`src/rtl/axi4_lite_master_if.sv`:
```
// AXI4-Lite AW/W/B/AR/R channel bundle between one initiator and one target.
// Clock and reset stay outside the bundle on the connected modules.
interface axi4_lite_master_if #(
  parameter int ADDR_W = 16,
  parameter int DATA_W = 32
);
  logic              awvalid;
  logic              awready;
  logic [ADDR_W-1:0] awaddr;
  logic [2:0]        awprot;
  logic              wvalid;
  logic              wready;
  logic [DATA_W-1:0] wdata;
  logic [3:0]        wstrb;
  logic              bvalid;
  logic              bready;
  logic [1:0]        bresp;
  logic              arvalid;
  logic              arready;
  logic [ADDR_W-1:0] araddr;
  logic [2:0]        arprot;
  logic              rvalid;
  logic              rready;
  logic [DATA_W-1:0] rdata;
  logic [1:0]        rresp;

  modport master (
    output awvalid, awaddr, awprot, wvalid, wdata, wstrb, bready,
           arvalid, araddr, arprot, rready,
    input  awready, wready, bvalid, bresp, arready, rvalid, rdata, rresp
  );

  modport slave (
    input  awvalid, awaddr, awprot, wvalid, wdata, wstrb, bready,
           arvalid, araddr, arprot, rready,
    output awready, wready, bvalid, bresp, arready, rvalid, rdata, rresp
  );
endinterface

```
`src/rtl/axi4_lite_master.sv`:
```
// Single-outstanding AXI4-Lite initiator: one command in, one bus transaction, one response out.
// Zero-wait slave gives rsp_valid in the 4th cycle counting the accept cycle; rsp_ready stalls the next command.
module axi4_lite_master #(
  parameter int         ADDR_W = 16,
  parameter int         DATA_W = 32,
  parameter logic [2:0] PROT   = 3'b000
) (
  input  logic              aclk,
  input  logic              aresetn,
  input  logic              cmd_valid,
  output logic              cmd_ready,
  input  logic              cmd_write,
  input  logic [ADDR_W-1:0] cmd_addr,
  input  logic [DATA_W-1:0] cmd_wdata,
  input  logic [3:0]        cmd_wstrb,
  output logic              rsp_valid,
  input  logic              rsp_ready,
  output logic [DATA_W-1:0] rsp_rdata,
  output logic [1:0]        rsp_resp,
  output logic [15:0]       err_count,
  axi4_lite_master_if.master axi
);

  typedef enum logic [2:0] {IDLE, WR, WRESP, RD_ADDR, RD_DATA, RESP} state_t;

  state_t state, state_nxt;
  logic   run_q;
  logic   aw_pend, w_pend, aw_pend_nxt, w_pend_nxt;
  logic   cmd_fire, aw_hs, w_hs, b_hs, ar_hs, r_hs, resp_err;

  // run_q holds cmd_ready low until the first edge after reset release
  assign cmd_ready = run_q && (state == IDLE);
  assign cmd_fire  = cmd_valid && cmd_ready;
  assign aw_hs     = axi.awvalid && axi.awready;
  assign w_hs      = axi.wvalid && axi.wready;
  assign b_hs      = axi.bvalid && axi.bready;
  assign ar_hs     = axi.arvalid && axi.arready;
  assign r_hs      = axi.rvalid && axi.rready;
  assign resp_err  = (b_hs && (axi.bresp != 2'b00)) || (r_hs && (axi.rresp != 2'b00));

  assign axi.awvalid = aw_pend;
  assign axi.wvalid  = w_pend;
  assign axi.arvalid = (state == RD_ADDR);
  assign axi.bready  = (state == WRESP);
  assign axi.rready  = (state == RD_DATA);
  assign axi.awprot  = PROT;
  assign axi.arprot  = PROT;
  assign rsp_valid   = (state == RESP);

  always_ff @(posedge aclk or negedge aresetn) begin
    if (!aresetn) begin
      state   <= IDLE;
      aw_pend <= 1'b0;
      w_pend  <= 1'b0;
    end else begin
      state   <= state_nxt;
      aw_pend <= aw_pend_nxt;
      w_pend  <= w_pend_nxt;
    end
  end

  always_comb begin
    state_nxt   = state;
    aw_pend_nxt = aw_pend;
    w_pend_nxt  = w_pend;
    case (state)
      IDLE: begin
        if (cmd_fire) begin
          if (cmd_write) begin
            state_nxt   = WR;
            aw_pend_nxt = 1'b1;
            w_pend_nxt  = 1'b1;
          end else begin
            state_nxt = RD_ADDR;
          end
        end
      end
      WR: begin
        // AW and W retire independently; leave once both are gone
        if (aw_hs) aw_pend_nxt = 1'b0;
        if (w_hs)  w_pend_nxt  = 1'b0;
        if (!aw_pend_nxt && !w_pend_nxt) state_nxt = WRESP;
      end
      WRESP:   if (b_hs)      state_nxt = RESP;
      RD_ADDR: if (ar_hs)     state_nxt = RD_DATA;
      RD_DATA: if (r_hs)      state_nxt = RESP;
      RESP:    if (rsp_ready) state_nxt = IDLE;
      default: state_nxt = IDLE;
    endcase
  end

  always_ff @(posedge aclk or negedge aresetn) begin
    if (!aresetn) begin
      run_q      <= 1'b0;
      axi.awaddr <= '0;
      axi.araddr <= '0;
      axi.wdata  <= '0;
      axi.wstrb  <= '0;
      rsp_rdata  <= '0;
      rsp_resp   <= 2'b00;
      err_count  <= 16'd0;
    end else begin
      run_q <= 1'b1;
      if (cmd_fire) begin
        if (cmd_write) begin
          axi.awaddr <= cmd_addr;
          axi.wdata  <= cmd_wdata;
          axi.wstrb  <= cmd_wstrb;
        end else begin
          axi.araddr <= cmd_addr;
        end
      end
      if (b_hs) begin
        rsp_rdata <= '0;
        rsp_resp  <= axi.bresp;
      end
      if (r_hs) begin
        rsp_rdata <= axi.rdata;
        rsp_resp  <= axi.rresp;
      end
      if (resp_err && (err_count != 16'hFFFF)) err_count <= err_count + 16'd1;
    end
  end

endmodule

```
`src/flat_wrapper.sv`:
```
// flat-port wrapper written by rule: the top's interface ports become plain ports
module axi4_lite_master_flat 
#(
  parameter int         ADDR_W = 16,
  parameter int         DATA_W = 32,
  parameter logic [2:0] PROT   = 3'b000
)
  (aclk, aresetn, cmd_valid, cmd_ready, cmd_write, cmd_addr, cmd_wdata, cmd_wstrb, rsp_valid, rsp_ready, rsp_rdata, rsp_resp, err_count, axi_awvalid, axi_awaddr, axi_awprot, axi_wvalid, axi_wdata, axi_wstrb, axi_bready, axi_arvalid, axi_araddr, axi_arprot, axi_rready, axi_awready, axi_wready, axi_bvalid, axi_bresp, axi_arready, axi_rvalid, axi_rdata, axi_rresp);
  axi4_lite_master_if #(.ADDR_W(ADDR_W), .DATA_W(DATA_W)) axi_i ();
  input  logic aclk;
  input  logic aresetn;
  input  logic cmd_valid;
  output logic cmd_ready;
  input  logic cmd_write;
  input  logic [ADDR_W-1:0] cmd_addr;
  input  logic [DATA_W-1:0] cmd_wdata;
  input  logic [3:0] cmd_wstrb;
  output logic rsp_valid;
  input  logic rsp_ready;
  output logic [DATA_W-1:0] rsp_rdata;
  output logic [1:0] rsp_resp;
  output logic [15:0] err_count;
  output wire logic [$bits(axi_i.awvalid)-1:0] axi_awvalid;
  output wire logic [$bits(axi_i.awaddr)-1:0] axi_awaddr;
  output wire logic [$bits(axi_i.awprot)-1:0] axi_awprot;
  output wire logic [$bits(axi_i.wvalid)-1:0] axi_wvalid;
  output wire logic [$bits(axi_i.wdata)-1:0] axi_wdata;
  output wire logic [$bits(axi_i.wstrb)-1:0] axi_wstrb;
  output wire logic [$bits(axi_i.bready)-1:0] axi_bready;
  output wire logic [$bits(axi_i.arvalid)-1:0] axi_arvalid;
  output wire logic [$bits(axi_i.araddr)-1:0] axi_araddr;
  output wire logic [$bits(axi_i.arprot)-1:0] axi_arprot;
  output wire logic [$bits(axi_i.rready)-1:0] axi_rready;
  input wire logic [$bits(axi_i.awready)-1:0] axi_awready;
  input wire logic [$bits(axi_i.wready)-1:0] axi_wready;
  input wire logic [$bits(axi_i.bvalid)-1:0] axi_bvalid;
  input wire logic [$bits(axi_i.bresp)-1:0] axi_bresp;
  input wire logic [$bits(axi_i.arready)-1:0] axi_arready;
  input wire logic [$bits(axi_i.rvalid)-1:0] axi_rvalid;
  input wire logic [$bits(axi_i.rdata)-1:0] axi_rdata;
  input wire logic [$bits(axi_i.rresp)-1:0] axi_rresp;
  assign axi_awvalid = axi_i.awvalid;
  assign axi_awaddr = axi_i.awaddr;
  assign axi_awprot = axi_i.awprot;
  assign axi_wvalid = axi_i.wvalid;
  assign axi_wdata = axi_i.wdata;
  assign axi_wstrb = axi_i.wstrb;
  assign axi_bready = axi_i.bready;
  assign axi_arvalid = axi_i.arvalid;
  assign axi_araddr = axi_i.araddr;
  assign axi_arprot = axi_i.arprot;
  assign axi_rready = axi_i.rready;
  assign axi_i.awready = axi_awready;
  assign axi_i.wready = axi_wready;
  assign axi_i.bvalid = axi_bvalid;
  assign axi_i.bresp = axi_bresp;
  assign axi_i.arready = axi_arready;
  assign axi_i.rvalid = axi_rvalid;
  assign axi_i.rdata = axi_rdata;
  assign axi_i.rresp = axi_rresp;
  axi4_lite_master #(.ADDR_W(ADDR_W), .DATA_W(DATA_W), .PROT(PROT)) u_core (.aclk(aclk), .aresetn(aresetn), .cmd_valid(cmd_valid), .cmd_ready(cmd_ready), .cmd_write(cmd_write), .cmd_addr(cmd_addr), .cmd_wdata(cmd_wdata), .cmd_wstrb(cmd_wstrb), .rsp_valid(rsp_valid), .rsp_ready(rsp_ready), .rsp_rdata(rsp_rdata), .rsp_resp(rsp_resp), .err_count(err_count), .axi(axi_i));
endmodule
```
`config.mk`:
```
export PLATFORM = sky130hd
export DESIGN_NAME = axi4_lite_master_flat
export DESIGN_NICKNAME = d
export VERILOG_FILES = /design/src/rtl/axi4_lite_master_if.sv /design/src/rtl/axi4_lite_master.sv /design/src/flat_wrapper.sv
export SDC_FILE = /design/constraint.sdc
export NUM_CORES = 1
export LEC_CHECK = 0
export ABC_AREA = 0
export CORE_MARGIN = 4
export CORE_UTILIZATION = 42
export CTS_BUF_LIST = sky130_fd_sc_hd__clkbuf_8 sky130_fd_sc_hd__clkbuf_16
export DETAILED_ROUTE_END_ITERATION = 10
export PLACE_DENSITY = 0.89
export SYNTH_ARGS = -nofsm -noshare
export SYNTH_HDL_FRONTEND = slang
export SYNTH_SLANG_ARGS = --single-unit
```
`constraint.sdc`:
```
create_clock -name aclk -period 1.9 [get_ports aclk]
set_input_delay 0.475 -clock aclk [delete_from_list [all_inputs] [get_ports aclk]]
set_output_delay 0.475 -clock aclk [all_outputs]
set_load 0.03 [all_outputs]
```
* Word level (Yosys, flattened, before mapping) *
Index checks and enable logic that the tools add are counted.

word-level totals
  memories = 0
  bits in registers = 124
  logic and storage cells = 69
  latch bits = 0
  input port bits = 98
  RAM bits = 0
  output and inout bits = 131
  bits in read-only memories = 0

cells by class
  mux-type cells = 20
  magnitude comparators = 0
  reduce and logical (&&, ||, !) cells = 23
  eq/ne operators = 13
  bitwise operators = 1
  $mul = 0
  shift operators = 0
  divide/modulo/power cells = 0
  add/subtract/negate cells = 1

operators with widths
  kind                     count
  $mux W32                 2
  $mux W3                  6
  $pmux W3 S6              1
  $add A16 B1 Y16 const B  1
  $ne A16 B16 Y1 const B   1
  $logic_and A1 B1 Y1      11
  $ne A2 B2 Y1 const B     4
  $reduce_bool A2 Y1       4
  $eq A3 B2 Y1 const B     2
  $eq A3 B3 Y1 const B     2
  $mux W1                  6
  $mux W2                  3
  $ne A2 B1 Y1 const B     3
  $reduce_and A6 Y1        1
  $pmux W1 S2              2
  $reduce_and A2 Y1        2
  $eq A3 B1 Y1 const B     1
  $logic_not A3 Y1         1
  $reduce_and A3 Y1        1
  $logic_not A1 Y1         2
  $logic_or A1 B1 Y1       1
  $not A1 Y1               1

* Longest topological paths before layout *
Gate-level depths: netlist (run 1).

  depth in word-level cells = 7
  gate-level depth with buffers = 6
  mapped depth without buffers = 6

* Worst setup path after synthesis (run 1) *
Ideal clock, no wire load.

  path type = register to output
  start point = register u_core.state[0]
  end point = output axi_rready
  path slack = 0.023 ns
  data required time = 1.425 ns
  buffers on the path = 2
  stages on the path, launching flop included = 4
  arrival time = 1.402 ns
  cells stage by stage = dfrtp_1 -> buf_6 -> clkbuf_1 -> nor3b_1

on the way
  cells in the longest elaborated chain, start to end = 1

RTL lines
  what                      line                    RTL
  start: declaration        axi4_lite_master.sv:26  state_t state, state_nxt;
  start signal: assignment  axi4_lite_master.sv:56  state <= state_nxt;
  $eq A3 B3 Y1              axi4_lite_master.sv:45  assign axi.rready = (state == RD_DATA);
  end: declaration          flat_wrapper.sv:33      output wire logic [$bits(axi_i.rready)-1:0] axi_rready;

No other way between the ends.

* Worst setup path after layout (run 1) *
  start point = register u_core.state[1]
  end point = output rsp_valid

on the way
  cells in the longest elaborated chain, start to end = 1

RTL lines
  what              line                    RTL
  $eq A3 B3 Y1      axi4_lite_master.sv:48  assign rsp_valid = (state == RESP);
  end: declaration  flat_wrapper.sv:18      output logic rsp_valid;

No other way between the ends.

==> results of run 1 <==
layout make-up:
class                           instances  area [um2]
Tap cell                              143         179
Fill cell                             780        3380
Timing Repair Buffer                  252        2460
Multi-Input combinational cell        201        1820
Inverter                                5        18.8
Clock inverter                          9         120
Sequential cell                       124        3110
Clock buffer                           21         480
final timing paths:
check | to | slack (ps) | cells after the start
setup / recovery | rsp_valid | 20 | 3
hold / removal | u_core.axi.araddr[3] | 490 | 1
setup reg to reg | u_core.err_count[4] | 110 | 7
hold reg to reg | u_core.axi.araddr[3] | 490 | 1
max in group asynchronous | u_core.axi.awaddr[9] | 850 | 3
min in group asynchronous | u_core.axi.araddr[12] | 520 | 2
state kept, by name (all words and copies together), names as in the netlist:
register            cells
u_core.axi.wdata       32
u_core.rsp_rdata       32
u_core.axi.araddr      16
u_core.axi.awaddr      16
u_core.err_count       16
u_core.axi.wstrb        4
u_core.state            3
u_core.rsp_resp         2
u_core.axi.awvalid      1
u_core.axi.wvalid       1
u_core.run_q            1
layer usage:
metal  vias to the layer above  routed length [um]  global-route usage [%]
li1                       1756                   -                       -
met1                      1880                5550                    22.4
met2                       169                6800                    34.1
met3                        20                1030                    7.89
met4                         0                 210                    6.52
met5                         -                   0                       0
report_power, final:
| part | internal, W | switching, W |
|---|---|---|
| combinational | 0.00269 | 0.00377 |
| clock | 0.00217 | 0.00108 |
| sequential | 0.00380 | 0.000700 |
| total | 0.00867 | 0.00554 |
worst reg2reg max path, stage by stage (launching register included):
cell	delay, ps
sky130_fd_sc_hd__dfrtp_2	460
sky130_fd_sc_hd__buf_4	160
sky130_fd_sc_hd__nand4bb_4	230
sky130_fd_sc_hd__o2bb2ai_4	190
sky130_fd_sc_hd__buf_4	140
sky130_fd_sc_hd__o31a_1	200
sky130_fd_sc_hd__nand4_1	140
sky130_fd_sc_hd__xnor2_1	150
Yosys cell counts, types with 2 or more instances:
master                     count
sky130_fd_sc_hd__nand2_1      17
sky130_fd_sc_hd__buf_2         9
sky130_fd_sc_hd__nand3_1       7
sky130_fd_sc_hd__xnor2_1      11
sky130_fd_sc_hd__xor2_1        4
sky130_fd_sc_hd__o21ai_0       3
sky130_fd_sc_hd__dfrtp_1     124
sky130_fd_sc_hd__inv_1         5
sky130_fd_sc_hd__buf_4         7
sky130_fd_sc_hd__mux2i_1       4
sky130_fd_sc_hd__conb_1        2
sky130_fd_sc_hd__and2_1        2
sky130_fd_sc_hd__mux2_2       59
sky130_fd_sc_hd__a22oi_1       2
sky130_fd_sc_hd__a22o_1       33
sky130_fd_sc_hd__clkbuf_1      3
sky130_fd_sc_hd__mux2_1       10
sky130_fd_sc_hd__nor2_1        4
sky130_fd_sc_hd__nor2b_1       4
sky130_fd_sc_hd__buf_6         3
sky130_fd_sc_hd__nand4_1       6
sky130_fd_sc_hd__nor3_1        5
metrics by stage:
stage / power (W) / hold slack [ps]
after floorplan: 0.00837 / 179
after global placement: 0.0114 / 384
after detailed placement: 0.0116 / 391
after CTS: 0.0143 / 490
after global routing: 0.0149 / 499
final: 0.0142 / 488
kinds of logic (layout without fill, tap and decap cells):
kind of cell | count (synthesis) | after routing | synth area share [%]
flip-flops | 124 | 124 | 61.8
adder cells (fa/ha/maj) | 1 | 1 | 0.249
buffers and inverters | 28 | 287 | 3.29
other | 2 | 7 | 0.149
multiplexers | 73 | 73 | 16.3
XOR/XNOR | 15 | 15 | 2.61
AO/OA/AOI/OAI | 44 | 44 | 7.92
AND/OR/NAND/NOR | 61 | 61 | 7.77
what timing repair did:
action / CTS / global route
hold endpoints to repair: 17 / 0
gates resized for setup: 114 / 22
endpoints found under the setup margin: 110 / 30
pin swaps: 1 / 2
setup buffers: 4 / 2
hold buffers: 1 / 0
==> qor.yml, run 1 <==
outcome: "complete, no violations"
ys_warn_count: 0
timing.rr.start: "u_core.state[2]"
synth.yosys.seq_area_share_pct: 61.8
dpl_cell_area_um2: 7560
grt-ovfl-total: 0
core_box_area_um2: 11600
maxSlewViolCount: 0
syn_inst: 348
period_share_pct: 98.9
report.final.hold_viol_count: 0
placed_cells_incl_taps: 718
hpwlAfterDp_mm: 10.2
cts_made_buffers: 17
layout.cells.most_common_list: "sky130_fd_sc_hd__dfrtp_1 (121), sky130_fd_sc_hd__dlygate4sd2_1 (105), sky130_fd_sc_hd__clkdlybuf4s50_1 (96)"
final_common_cell: "sky130_fd_sc_hd__dfrtp_1"
drt_pass1_iterations: 4
antenna_violating_nets_post_route: 0
slowest_stage: "sky130_fd_sc_hd__dfrtp_2"
clkTransAtPathRegs_ps: 50
design.portCount: 229
crit_path_max_fanout: 6
htreeDepth: 4
syn_area_per_cell_um2: 14.4
die_width_um: 117
synth_edf_count: 0
postLayoutSetupSlackWorst_ps: 20.2
clock_insertion_delay_worst_skew_ps: 400
die-area_um2: 13800
rsz0062_at_grt: "yes"
asyncSetResetFlopFracSynth_pct: 100
detail_route.vias_per_cell: 5.07
detailroute.via_count: 3825
vdd.ir_drop.worst_mv: 0.996
root_buffer_cell: "sky130_fd_sc_hd__clkbuf_16"
number_of_core_rows: 39
path_class: "reg -> out"
total_grt_usage_pct: 19.8
drc: 0
max_freq_mhz: 532
floorplan.die.height_um: 117
final-setup-viol-count: 0
grt_pass1_wl_mm: 21.7
maxCapViolCount: 0
postSynthRegisterBits: 124
worstPathBufferInverterCount: 2
place_congestion: 0.826
power_density_nw_per_um2: 1740
clkSinkCount: 124
synth_cell_type_count: 46
synthTopCellsByArea: "sky130_fd_sc_hd__dfrtp_1 (62%), sky130_fd_sc_hd__mux2_2 (13%), sky130_fd_sc_hd__a22o_1 (5.8%)"
startpoint_type: "register"
grt_pass1_vias: 4181
insertedDiodeCount: 0
cts_tree: "done"
critical-path-top-delay-family: "flip-flops"
ys.flop_type: "sky130_fd_sc_hd__dfrtp_1"
drive_gt1_share_pct: 23.2
netlist_area_um2: 5020
grt_start_max_net_pins: 45
port_buffers: 222
finClkSkew_ps: 7.05
hold_path_class: "reg -> reg"
critical_path.startpoint: "u_core.state[1]"
initial_core_utilization_pct: 43.4
max-clock-path-buffers: 2
tns_ps: 0
cp.required_ps: 1420
critical_path.cell_chain: "buf_4, and3b_2, buf_12"
final_period_minus_worst_setup_slack_ps: 1880
initialDrtViolationCount: 166
placement.setup.worst_slack_ps: -317
post-route-cell-area_um2: 8180
timing.critical_path.slowest_cell_delay_ps: 460
endpoint_kind: "primary output"
min_from: "u_core.axi.araddr[3]"
share_of_yosys_cell_area_claimed_by_the_top_area_cell_type_pct: 61.8
wire_length_per_cell_um: 18.0
cp.arrival_ps: 1400
synth_top_area_cell: "sky130_fd_sc_hd__dfrtp_1"
antenna_found_initial: 0
area_growth_pct: 62.8
postRouteWirelength_mm: 13.6
nets: 700
post-route-util_pct: 70.7
total_leakage_power_nw: 4.08
layout.cells.non_filler: 755
No activity file was read; power rests on OpenSTA's default activity.
==> run 2: changes to the inputs <==
- SETUP_SLACK_MARGIN: not set -> 0.5
==> qor.yml, run 2 (synthesis gave the netlist of run 1 again) <==
outcome: "finished with violations"  # was complete, no violations
failing_checks: "setup timing"
startpoint_type: "register"  # unchanged
cp.required_ps: 2210  # was 1420 ps
nets: 809  # was 700
final_common_cell: "sky130_fd_sc_hd__buf_6"  # was sky130_fd_sc_hd__dfrtp_1
finClkSkew_ps: 9.03  # was 7.05 ps
timing.critical_path.slowest_cell_delay_ps: 420  # was 460 ps
largestRegisters: "u_core.axi.wdata (32), u_core.rsp_rdata (32)"  # unchanged
final-setup-viol-count: 4  # was 0
core_box_area_um2: 11600  # unchanged
endpoint_kind: "register"  # was primary output
htreeDepth: 4  # unchanged
grt_pass1_wl_mm: 25.3  # was 21.7 mm
die_width_um: 117  # unchanged
maxSlewViolCount: 0  # unchanged
grt_met2_use_pct: 41.0  # was 34.1%
slowest_stage: "sky130_fd_sc_hd__dfrtp_2"  # unchanged
placement.setup.worst_slack_ps: -355  # was -317 ps
die-area_um2: 13800  # unchanged
grt_pass1_vias: 4605  # was 4181
grt-busiest-layer: "met2"  # unchanged
layout.cells.most_common_list: "sky130_fd_sc_hd__buf_6 (140), sky130_fd_sc_hd__buf_4 (108), sky130_fd_sc_hd__dfrtp_1 (107)"  # was sky130_fd_sc_hd__dfrtp_1 (121), sky130_fd_sc_hd__dlygate4sd2_1 (105), sky130_fd_sc_hd__clkdlybuf4s50_1 (96)
globalRouteMet3Util_pct: 7.60  # was 7.89%
drt_pass1_iterations: 4  # unchanged
period_share_pct: 105  # was 98.9%
power.switching_w: 0.00661  # was 0.00554 W
drc: 0  # unchanged
rsz0062_at_grt: "yes"  # unchanged
clock_power_share_pct: 15.7  # was 22.8%
slew-limit-headroom_pct: 59.0
transition_time_at_the_pin_with_the_least_slew_margin_ps: 615
worstPathBufferInverterCount: 1  # was 2
floorplan.die.height_um: 117  # unchanged
grtUsageMet1_pct: 26.6  # was 22.4%
path_class: "reg -> reg"  # was reg -> out
p_int_w: 0.0109  # was 0.00867 W
number_of_core_rows: 39  # unchanged
design.portCount: 229  # unchanged
critical_path.cell_chain: "nand4_1, buf_4, nor2_1, nand3_1, nor4_2, xor2_1"  # was buf_4, and3b_2, buf_12
final_period_minus_worst_setup_slack_ps: 2000  # was 1880 ps
crit_path_max_fanout: 5  # was 6
cts_tree: "done"  # unchanged
hpwlAfterDp_mm: 10.1  # was 10.2 mm
cts_made_buffers: 17  # unchanged
swShare_pct: 37.8  # was 39.0%
initial_core_utilization_pct: 43.4  # unchanged
max_freq_mhz: 501  # was 532 MHz
total_leakage_power_nw: 4.84  # was 4.08 nW
postLayoutSetupSlackWorst_ps: -95.8  # was 20.2 ps
antenna_violating_nets_post_route: 0  # unchanged
root_buffer_cell: "sky130_fd_sc_hd__clkbuf_16"  # unchanged
initialDrtViolationCount: 247  # was 166
detailroute.via_count: 4492  # was 3825
post-route-cell-area_um2: 9730  # was 8180 um2
clkTransAtPathRegs_ps: 60  # was 50 ps
detail_route.vias_per_cell: 5.21  # was 5.07
drive_gt1_share_pct: 58.0  # was 23.2%
vdd.ir_drop.worst_mv: 1.10  # was 0.996 mV
maxCapViolCount: 0  # unchanged
clkSinkCount: 124  # unchanged
critical-path-top-delay-family: "simple AND/OR/NAND/NOR gates"  # was flip-flops
max-clock-path-buffers: 2  # unchanged
cp.arrival_ps: 2310  # was 1400 ps
grt-ovfl-total: 0  # unchanged
antenna_found_initial: 0  # unchanged
clock_insertion_delay_worst_skew_ps: 410  # was 400 ps
insertedDiodeCount: 0  # unchanged
total_grt_usage_pct: 23.3  # was 19.8%
combinationalPowerShare_pct: 56.4  # was 45.5%
wire_length_per_cell_um: 21.5  # was 18.0 um
grt_start_max_net_pins: 75  # was 45
pwr-share-seq_pct: 27.8  # was 31.7%
postRouteWirelength_mm: 18.5  # was 13.6 mm
power_density_nw_per_um2: 1800  # was 1740 nW/um2
dpl_cell_area_um2: 7630  # was 7560 um2
area_growth_pct: 93.7  # was 62.8%
report.final.hold_viol_count: 0  # unchanged
hold_path_class: "in -> async"  # was reg -> reg
port_buffers: 222  # unchanged
place_congestion: 0.771  # was 0.826
[run 2: cell types whose count changed in the layout (fill, tap and decap cells not counted), moves of 10 or more]
| cell | delta |
|---|---|
| sky130_fd_sc_hd__buf_4 | +85 |
| sky130_fd_sc_hd__buf_6 | +136 |
| sky130_fd_sc_hd__dfrtp_1 | -14 |
| sky130_fd_sc_hd__dfrtp_2 | +14 |
| sky130_fd_sc_hd__dlygate4sd2_1 | -103 |
| sky130_fd_sc_hd__dlymetal6s2s_1 | -15 |
| sky130_fd_sc_hd__mux2_1 | -10 |
| sky130_fd_sc_hd__mux2_2 | -59 |
| sky130_fd_sc_hd__mux2_4 | +69 |
[run 2: path summary, 6_finish.rpt]
path | depth (start not counted) | from | slack [ps] | endpoint
max | 6 | u_core.err_count[6] | -100 | u_core.err_count[15]
min reg2reg | 1 | u_core.err_count[10] | 520 | u_core.err_count[10]
min | 2 | aresetn | 90 | u_core.axi.araddr[10]
max in group asynchronous | 2 | aresetn | 1230 | u_core.err_count[0]
min in group aclk | 1 | u_core.err_count[10] | 520 | u_core.err_count[10]
max reg2reg | 6 | u_core.err_count[6] | -100 | u_core.err_count[15]
[run 2: power groups by stage]
stage / registers (W) / logic, W / clock network, W
6_report: 0.00487 / 0.00987 / 0.00275
2_1_floorplan: 0.00667 / 0.00185 / 0
5_1_grt: 0.00499 / 0.0102 / 0.00290
4_1_cts: 0.00479 / 0.00853 / 0.00275
3_5_place_dp: 0.00458 / 0.00711 / 0
3_3_place_gp: 0.00453 / 0.00694 / 0
[run 2: routing by layer]
metal	up-vias	wire (um)
li1	1968	-
met1	2276	6850
met2	205	9970
met3	43	1160
met4	0	514
met5	-	0
[run 2: worst reg2reg max path, stage by stage, from the launching register on]
cell                      delay [ps]
sky130_fd_sc_hd__dfrtp_2         420
sky130_fd_sc_hd__nand4_1         190
sky130_fd_sc_hd__buf_4           200
sky130_fd_sc_hd__nor2_1          240
sky130_fd_sc_hd__nand3_1         200
sky130_fd_sc_hd__nor4_2          410
sky130_fd_sc_hd__xor2_1          230
[run 2: layout make-up]
class	count	area, um2
inverters	5	18.8
repair buffers	360	3670
well taps	143	179
flip-flops and latches	124	3120
clock inverters	9	38.8
fillers	521	1830
clock buffers	19	453
multi-input cells	202	2250
[run 2: what timing repair did]
action | 4_1_cts | 5_1_grt
cloned | 1 | 4
resized for setup | 924 | 51
pin swaps | 33 | 35
setup endpoints to repair | 246 | 246
hold buffers | 0 | 0
setup buffers | 45 | 65
[run 2: through the flow]
stage               util [%]  hold WS [ps]  std cells  total power [W]  TNS [ps]
floorplan                  -           179        353          0.00852         0
finish                  84.2          94.4        862           0.0175      -157
global route            84.2           112        862           0.0181      -457
CTS                     77.3          99.7        793           0.0161     -41.7
global placement        65.9           464        719           0.0115    -12540
detailed placement      65.9           472        719           0.0117    -16130
